===== config.mk =====
export PLATFORM = sky130hd
export DESIGN_NAME = i2c_ball_receiver
export DESIGN_NICKNAME = d
export VERILOG_FILES = /design/src/rtl/i2c_ball_pkg.sv /design/src/rtl/i2c_line_sync.sv /design/src/rtl/i2c_ball_receiver.sv
export SDC_FILE = /design/constraint.sdc
export NUM_CORES = 1
export LEC_CHECK = 0
export BUFFER_PORTS_ARGS = -buffer_cell sky130_fd_sc_hd__buf_2
export CORE_ASPECT_RATIO = 1.5
export CORE_UTILIZATION = 50
export CTS_BUF_LIST = sky130_fd_sc_hd__clkbuf_16
export DETAILED_ROUTE_END_ITERATION = 8
export PLACE_DENSITY = 0.82
export SLEW_MARGIN = 10
export SYNTH_ARGS = -nofsm -noshare
export SYNTH_HDL_FRONTEND = slang
export SYNTH_SLANG_ARGS = --single-unit

===== constraint.sdc =====
create_clock -name clk -period 1.81 [get_ports clk]
set_input_delay 0.181 -clock clk [delete_from_list [all_inputs] [get_ports clk]]
set_output_delay 0.181 -clock clk [all_outputs]
set_load 0.05 [all_outputs]

===== src/rtl/i2c_ball_pkg.sv =====
// Shared types and constants for the right-player I2C ball hand-off receiver.
package i2c_ball_pkg;

  localparam logic [7:0] SLAVE_ADDR_DEF = 8'hAA;
  localparam int         NUM_DATA_DEF   = 5;

  typedef enum logic [2:0] {
    IDLE,
    ADDR,
    ADDR_ACK,
    DATA,
    DATA_ACK,
    IGNORE
  } rx_state_t;

  localparam int IDX_YHI  = 0;
  localparam int IDX_YLO  = 1;
  localparam int IDX_VY   = 2;
  localparam int IDX_GRAV = 3;
  localparam int IDX_COLL = 4;

endpackage


===== src/rtl/i2c_line_sync.sv =====
// Synchronizes raw SCL/SDA into clk and derives edge and START/STOP strobes.
module i2c_line_sync #(
  parameter int SYNC_STAGES = 2
) (
  input  logic clk,
  input  logic reset,
  input  logic scl,
  input  logic sda_in,
  output logic scl_rise,
  output logic scl_fall,
  output logic start_det,
  output logic stop_det,
  output logic sda_s
);

  logic [SYNC_STAGES-1:0] scl_sync;
  logic [SYNC_STAGES-1:0] sda_sync;
  logic                   scl_s;
  logic                   scl_d;
  logic                   sda_d;

  // Reset to the idle-bus level so release from reset creates no false edges.
  always_ff @(posedge clk or posedge reset) begin
    if (reset) begin
      scl_sync <= '1;
      sda_sync <= '1;
      scl_d    <= 1'b1;
      sda_d    <= 1'b1;
    end else begin
      scl_sync <= {scl_sync[SYNC_STAGES-2:0], scl};
      sda_sync <= {sda_sync[SYNC_STAGES-2:0], sda_in};
      scl_d    <= scl_s;
      sda_d    <= sda_s;
    end
  end

  assign scl_s     = scl_sync[SYNC_STAGES-1];
  assign sda_s     = sda_sync[SYNC_STAGES-1];
  assign scl_rise  = scl_s & ~scl_d;
  assign scl_fall  = ~scl_s & scl_d;
  assign start_det = scl_s & sda_d & ~sda_s;
  assign stop_det  = scl_s & ~sda_d & sda_s;

endmodule


===== src/rtl/i2c_ball_receiver.sv =====
// Write-only I2C slave that reassembles the ball hand-off frame for the right player.
//   state    | meaning
//   IDLE     | bus idle, waiting for START
//   ADDR     | shifting in the address byte
//   ADDR_ACK | driving ACK for a matched address
//   DATA     | shifting in a data byte
//   DATA_ACK | driving ACK for an accepted data byte
//   IGNORE   | NACKed transfer, waiting for STOP or START
module i2c_ball_receiver
  import i2c_ball_pkg::*;
#(
  parameter logic [7:0] SLAVE_ADDR  = SLAVE_ADDR_DEF,
  parameter int         NUM_DATA    = NUM_DATA_DEF,
  parameter int         SYNC_STAGES = 2
) (
  input  logic       clk,
  input  logic       reset,
  input  logic       scl,
  input  logic       sda_in,
  output logic       sda_oe,
  output logic [9:0] ball_y,
  output logic [7:0] ball_vy,
  output logic [1:0] gravity_counter,
  output logic       is_collusion,
  output logic       ball_data_valid,
  output logic       frame_error,
  output logic       busy
);

  localparam int CNT_W = $clog2(NUM_DATA + 1);

  logic             scl_rise;
  logic             scl_fall;
  logic             start_det;
  logic             stop_det;
  logic             sda_s;
  rx_state_t        state;
  logic [7:0]       shift_reg;
  logic [3:0]       bit_cnt;
  logic [CNT_W-1:0] byte_cnt;
  logic             addr_match;
  logic             overflow;
  logic [7:0]       staging [NUM_DATA];
  logic             unused_bits;

  i2c_line_sync #(.SYNC_STAGES(SYNC_STAGES)) u_sync (
    .clk       (clk),
    .reset     (reset),
    .scl       (scl),
    .sda_in    (sda_in),
    .scl_rise  (scl_rise),
    .scl_fall  (scl_fall),
    .start_det (start_det),
    .stop_det  (stop_det),
    .sda_s     (sda_s)
  );

  always_ff @(posedge clk or posedge reset) begin
    if (reset) begin
      state           <= IDLE;
      shift_reg       <= '0;
      bit_cnt         <= '0;
      byte_cnt        <= '0;
      addr_match      <= 1'b0;
      overflow        <= 1'b0;
      sda_oe          <= 1'b0;
      busy            <= 1'b0;
      ball_data_valid <= 1'b0;
      frame_error     <= 1'b0;
      ball_y          <= '0;
      ball_vy         <= '0;
      gravity_counter <= '0;
      is_collusion    <= 1'b0;
      for (int i = 0; i < NUM_DATA; i++) staging[i] <= '0;
    end else begin
      ball_data_valid <= 1'b0;
      frame_error     <= 1'b0;
      if (stop_det && state != IDLE) begin
        if (addr_match && byte_cnt == CNT_W'(NUM_DATA) && !overflow) begin
          ball_y          <= {staging[IDX_YHI][7:6], staging[IDX_YLO]};
          ball_vy         <= staging[IDX_VY];
          gravity_counter <= staging[IDX_GRAV][1:0];
          is_collusion    <= staging[IDX_COLL][0];
          ball_data_valid <= 1'b1;
        end else if (addr_match) begin
          frame_error <= 1'b1;
        end
        state      <= IDLE;
        busy       <= 1'b0;
        sda_oe     <= 1'b0;
        byte_cnt   <= '0;
        bit_cnt    <= '0;
        addr_match <= 1'b0;
        overflow   <= 1'b0;
      end else if (start_det) begin
        // Repeated START aborts whatever was in flight.
        frame_error <= busy;
        state       <= ADDR;
        busy        <= 1'b0;
        sda_oe      <= 1'b0;
        byte_cnt    <= '0;
        bit_cnt     <= '0;
        addr_match  <= 1'b0;
        overflow    <= 1'b0;
        for (int i = 0; i < NUM_DATA; i++) staging[i] <= '0;
      end else begin
        case (state)
          ADDR, DATA: begin
            if (scl_rise && bit_cnt < 4'd8) begin
              shift_reg <= {shift_reg[6:0], sda_s};
              bit_cnt   <= bit_cnt + 1'b1;
            end else if (scl_fall && bit_cnt == 4'd8) begin
              bit_cnt <= '0;
              if (state == ADDR) begin
                if (shift_reg == SLAVE_ADDR) begin
                  state      <= ADDR_ACK;
                  sda_oe     <= 1'b1;
                  busy       <= 1'b1;
                  addr_match <= 1'b1;
                end else begin
                  state  <= IGNORE;
                  sda_oe <= 1'b0;
                end
              end else if (byte_cnt < CNT_W'(NUM_DATA)) begin
                staging[byte_cnt] <= shift_reg;
                byte_cnt          <= byte_cnt + 1'b1;
                sda_oe            <= 1'b1;
                state             <= DATA_ACK;
              end else begin
                overflow <= 1'b1;
                sda_oe   <= 1'b0;
                state    <= IGNORE;
              end
            end
          end
          ADDR_ACK, DATA_ACK: begin
            if (scl_fall) begin
              sda_oe  <= 1'b0;
              bit_cnt <= '0;
              state   <= DATA;
            end
          end
          default: ;
        endcase
      end
    end
  end

  assign unused_bits = ^{staging[IDX_YHI][5:0], staging[IDX_GRAV][7:2], staging[IDX_COLL][7:1]};

endmodule


* Word-level counts from Yosys, hierarchy flattened
Cells that the tools add are included.
Operators by class: add/sub/neg operators 2, order comparisons 4, equality and inequality tests 16, mux-type cells 60, bitwise gates (word level) 13, reductions and logical operators 27
Operator list (count):
- 2-to-1 mux 40 bit | 6
- 2-to-1 mux 3 bit | 14
- bitwise mux 40 bit | 1
- 2-to-1 mux 1 bit | 29
- demux 8 bit (select 3 bit) | 1
- 2-to-1 mux 4 bit | 5
- nonzero test 3 bit | 6
- AND reduction 5 bit | 3
- != test 4 bit, second input constant | 3
- != test 3 bit, second input constant | 3
- == test 8 bit, second input constant | 1
- 2-to-1 mux 8 bit | 1
- case mux 4 bit (2 select lines) | 1
- AND reduction 4 bit | 2
- bitwise AND 1 bit | 6
- == test 3 x 2 -> 1 bit, second input constant | 2
- == test 3 bit, second input constant | 2
- logical AND 1 bit | 6
- NOT 1 bit | 6
- case mux 3 bit (2 select lines) | 1
- AND reduction 6 bit | 1
- nonzero test 2 bit | 3
- != test 5 bit, second input constant | 1
- adder 4 x 1 -> 4 bit, second input constant | 1
- 15 further kinds | 17
Storage, ports and cells: register bits 90, input bits 4, output and inout bits 25

* Logic depth before layout (Yosys ltp)
depth after elaboration 12, mapped depth 7

* Hierarchy
Synthesis repeated with hierarchy kept, for this count alone.
Second synthesis, totals: cells, all modules 235, area total of the unflattened synthesis 3041.7 µm²
By module, submodules not included:
- i2c_ball_receiver | times used 1, cells an instance 224, area an instance 2847.7 µm², seq. area each 1626.6 µm²
- i2c_line_sync | times used 1, cells an instance 11, area an instance 193.9 µm², seq. area each 157.7 µm²

* Worst setup path before layout
No wires, ideal clock.
path kind flip-flop to flip-flop, from reg byte_cnt[1], to reg ball_y[0], library setup time 0.125 ns, arrival time 1.730 ns, data required time 1.685 ns, slack -0.045 ns, cell stages (with the launch flop) 8, period minus slack after synthesis 1.855 ns, path through dfrtp_1 > clkbuf_1 > inv_1 > ha_1 > nand4b_1 > nor3_2 > buf_2 > mux2_2
On the way: word-level cells in the longest chain between the ends 4
Ends and longest elaborated chain:
- from (decl) | line i2c_ball_receiver.sv:40 | logic [CNT_W-1:0] byte_cnt;
- from (signal assigned) | line i2c_ball_receiver.sv:126 | byte_cnt <= byte_cnt + 1'b1;
- == test 3 bit | line i2c_ball_receiver.sv:79 | if (addr_match && byte_cnt == CNT_W'(NUM_DATA) && !overflow) begin
- logical AND 1 bit (2 in series) | line i2c_ball_receiver.sv:79
- AND reduction 2 bit (no source line)
- to (signal assigned) | line i2c_ball_receiver.sv:80 | ball_y <= {staging[IDX_YHI][7:6], staging[IDX_YLO]};
- to (decl) | line i2c_ball_receiver.sv:21 | output logic [9:0] ball_y,
No other way between the ends. A chain may end at the register's enable or synchronous reset.

* Worst setup path in the final report
from reg u_sync.scl_sync[1], to reg bit_cnt[2]
On the way: word-level cells in the longest chain between the ends 6
Ends and longest elaborated chain:
- from (decl) | line i2c_line_sync.sv:16 | logic [SYNC_STAGES-1:0] scl_sync;
- from (signal assigned) | line i2c_line_sync.sv:30 | scl_sync <= {scl_sync[SYNC_STAGES-2:0], scl};
- bitwise AND 1 bit | line i2c_line_sync.sv:39 | assign scl_rise = scl_s & ~scl_d;
- logical AND 1 bit | line i2c_ball_receiver.sv:109 | if (scl_rise && bit_cnt < 4'd8) begin
- 2-to-1 mux 4 bit | line i2c_ball_receiver.sv:109
- case mux 4 bit (2 select lines) | line i2c_ball_receiver.sv:107 | case (state)
- 2-to-1 mux 4 bit | line i2c_ball_receiver.sv:95 | end else if (start_det) begin
- 2-to-1 mux 4 bit | line i2c_ball_receiver.sv:78 | if (stop_det && state != IDLE) begin
- to (signal assigned) | line i2c_ball_receiver.sv:111 | bit_cnt <= bit_cnt + 1'b1;
- to (decl) | line i2c_ball_receiver.sv:39 | logic [3:0] bit_cnt;
Parallel ways exist; a longest one is shown, timed or not.

==> results.md <==
* Status: completed
* Pre-CTS setup slack at -0.0802 ns
* Fillers at 489
* Post-synthesis async set-or-reset flop share at 100%
* Maximum vdd drop at a little over 700 uV
* Starting density of the core at 51.6%
* Internal power at 0.00314 W
* Maximum root-to-sink buffer count at 2
* Commonest non-fill, non-tap cell in the layout: dfrtp_1
* Post-synth top flop: dfrtp_1
* Final Hold Vio Count at 0
* Port bufs at 28
* Ports at 29
* CTS tree: done
* Detailed-route DRC error count at 0
* Flop2flop setup slack at 0.03 ns
* Routed WL at 6780 um
* Nets at 332
* Layout Cells excl Fill at 403
* Placed cells at 379
* Reg2reg start: u_sync.scl_sync[1]
* Worst r2r dst: bit_cnt[2]
* Clock power share at 39.4%
* Critical path capture point type: flop
* RSZ-0062 raised after global routing: yes
* Initial antenna violation count at 0
* GPL Wtd Cong at 0.846
* Switching share of power at between 20 and 30%
* First-pass GRT wire length at 11000 um
* Setup TNS at 0 ns
* Startpoint Class: flop
* Net Sw Power at between 0.001 and 0.0015 W
* Combinational cell fraction of total power at ~18%
* Max cap viols at 0
* Via count at about 2300
* CP max-delay cell: dfstp_2
* DRT antenna net count at 0
* Clock Latency Late Sink at 0.34 ns
* Core Footprint at 6130 um2
* Post-Syn Nets at 276
* Area added between synthesis and finish at 23.6%
* Slew at the pin closest to its max-slew limit at 0.487 ns
* Kind of critical path: reg2reg
* Cts bufs inserted at 9
* CP endpoint: bit_cnt[2]
* Vias per inst at 5.71
* Die span in y at a little under 100 um
* Setup Skew at 0.00784 ns
* Iteration count of the initial detailed-routing pass at 4
* Tightest Hold Check Type: reg2reg
* Cells after Synth at approximately 270
* Crit Path Max Fanout at 8
* GR Overflow Total at 0
* Achievable Freq at 0.562 GHz
* FP Rows at 35
* Post-route clock period utilization at 98.4%
* Final Util at between 60% and 70%
* Yosys warnings at 0
* Vias in the first global route at 2329
* Req. time, crit path at 2.03 ns
* Area of the multi-input gates at 1310 um2
* Post-Syn Area at around 3200 um2
* Critical path's largest stage delay at 0.61 ns
* Average cell area after synthesis at ~12 um2
* Max-slew violation count at 0
* Rel. slew slack at approximately two thirds
* Final setup fails at 0
* Post-DP HPWL at 4520 um
* CTS Sinks at 71
* DIE AREA at approximately 6700 um2
* Worst Slack Setup Final at 0.0292 ns
* #FFs+latches synth at 71
* Critical path's top delay family: simple AND/OR/NAND/NOR gates
* First-iteration detailed-routing DRC count at 185
* Clock-pin transition on the worst setup and hold timing paths at about 0.050 ns
* Arr. time, crit path at approximately 2.0 ns
* Diodes inserted at 0
* Worst Setup SP: u_sync.scl_sync[1]
* Largest net degree at the start of global routing at 72
* Cell chain of the critical path: nor3b_4, buf_6, o2111ai_2, or3b_1, o311ai_1
* Highest-count cells in the layout ignoring fill and taps: 63 x dfrtp_1, 28 x buf_2, 21 x mux2_2, 21 x buf_4, 20 x nand2_1
* Worst path depth at 5
* Total GRT Usage at 22.9%
* Buf+Inv Stages, Crit Path at 1
* H-tree Lvls at 3
* Routed length per placed instance at 16.8 um
* Placed Area at 3510 um2
* Layout cells sized above 1 at 35.0%
* Reg area at 1790 um2
* Leak pwr at approximately 1.9 nW
* Flop pwr share at 42.8%
* Max reg flops at 21
* Reg2reg path depth at 5
* Register area share after synthesis at 56.4%
* CTS root buf: clkbuf_16
* Most flops, register: staging
* Pwr dens at 1120 nW/um2
* Post-layout min period at ~1.8 ns
* Finished Cell Area at about 3900 um2
* Biggest regs: staging x21, ball_y x10
* Post-synth EDFFs at 0
* Die span in x at 67.0 um
* Distinct cells, synth at 53
[layer usage]
metal	track usage, %	part of all wire [%]
met1	26.0	39
met2	38.2	55
met3	5.39	3.6
met4	13.7	2.9
met5	0	0
[how the worst min path moves through the flow]
stage,slack [ns],start,end,cells past startpoint
floorplan,0.19,scl,u_sync.scl_sync[0],0
global placement,0.29,scl,u_sync.scl_sync[0],1
detailed placement,0.29,sda_in,u_sync.sda_sync[0],1
CTS,0.36,u_sync.scl_sync[0],u_sync.scl_sync[1],0
global route,0.36,u_sync.sda_sync[0],u_sync.sda_sync[1],0
finish,0.36,u_sync.scl_sync[0],u_sync.scl_sync[1],0
[power by group through the flow]
stage	registers, W	logic, W	clock network [W]
finish	0.00188	0.000777	0.00172
global route	0.00189	0.000842	0.00183
CTS	0.00186	0.000729	0.00175
detailed placement	0.00188	0.000713	0
global placement	0.00187	0.000699	0
floorplan	0.00184	0.000530	0
[cell families after synthesis]
logic type                 share of synthesized area (%)
AOI/OAI and AO/OA                                   10.6
xor gates and xnor gates                           0.553
adders and majority gates                           1.58
buffers and inverters                               3.24
DFF                                                 56.4
muxes                                               11.5
and+or+nand+nor                                     16.2
[stage by stage]
| stage | power, W | hold WS [ns] |
|---|---|---|
| 3_5_place_dp | 0.00260 | 0.287 |
| 4_1_cts | 0.00434 | 0.357 |
| 3_3_place_gp | 0.00257 | 0.287 |
| 2_1_floorplan | 0.00237 | 0.185 |
| 5_1_grt | 0.00456 | 0.363 |
| 6_report | 0.00438 | 0.356 |
[area by class of cell]
cell class / instances / share of cell area, %
clock buffers: 9 / 5.75
clock inverters: 7 / 1.85
inverters: 15 / 1.53
multi-input cells: 172 / 33.4
flip-flops and latches: 71 / 45.7
well taps: 74 / 2.37
repair buffers: 55 / 9.46
[worst register-to-register path, stage by stage (launching register included)]
cell and delay (ns):
dfstp_2 0.61, nor3b_4 0.22, buf_6 0.13, o2111ai_2 0.21, or3b_1 0.42, o311ai_1 0.08
[repair_timing]
action | in CTS | in global routing
setup buffers | 1 | 4
pin swaps | 1 | 3
gates resized for setup | 2 | 7
gates cloned | 0 | 0
endpoints found under the setup margin | 11 | 33
hold buffers | 3 | 0
endpoints found under the hold margin | 67 | 0
[Yosys cell counts, types with 3 or more instances]
cell type	number	area share [%]
a21oi_1	16	2.5
nor2_1	10	1.2
o21ai_0	19	3.0
nand3b_1	3	0.71
mux2_2	21	7.5
nand2b_1	3	0.59
clkbuf_1	5	0.59
inv_1	15	1.8
nand3_1	18	2.8
ha_1	4	1.6
o21a_1	3	0.71
dfstp_2	6	5.0
nand4_1	3	0.59
buf_2	3	0.47
nand2_1	20	2.4
mux2i_1	10	3.2
o31ai_1	3	0.71
dfrtp_1	65	51
Power figures use the tool's default switching activity.
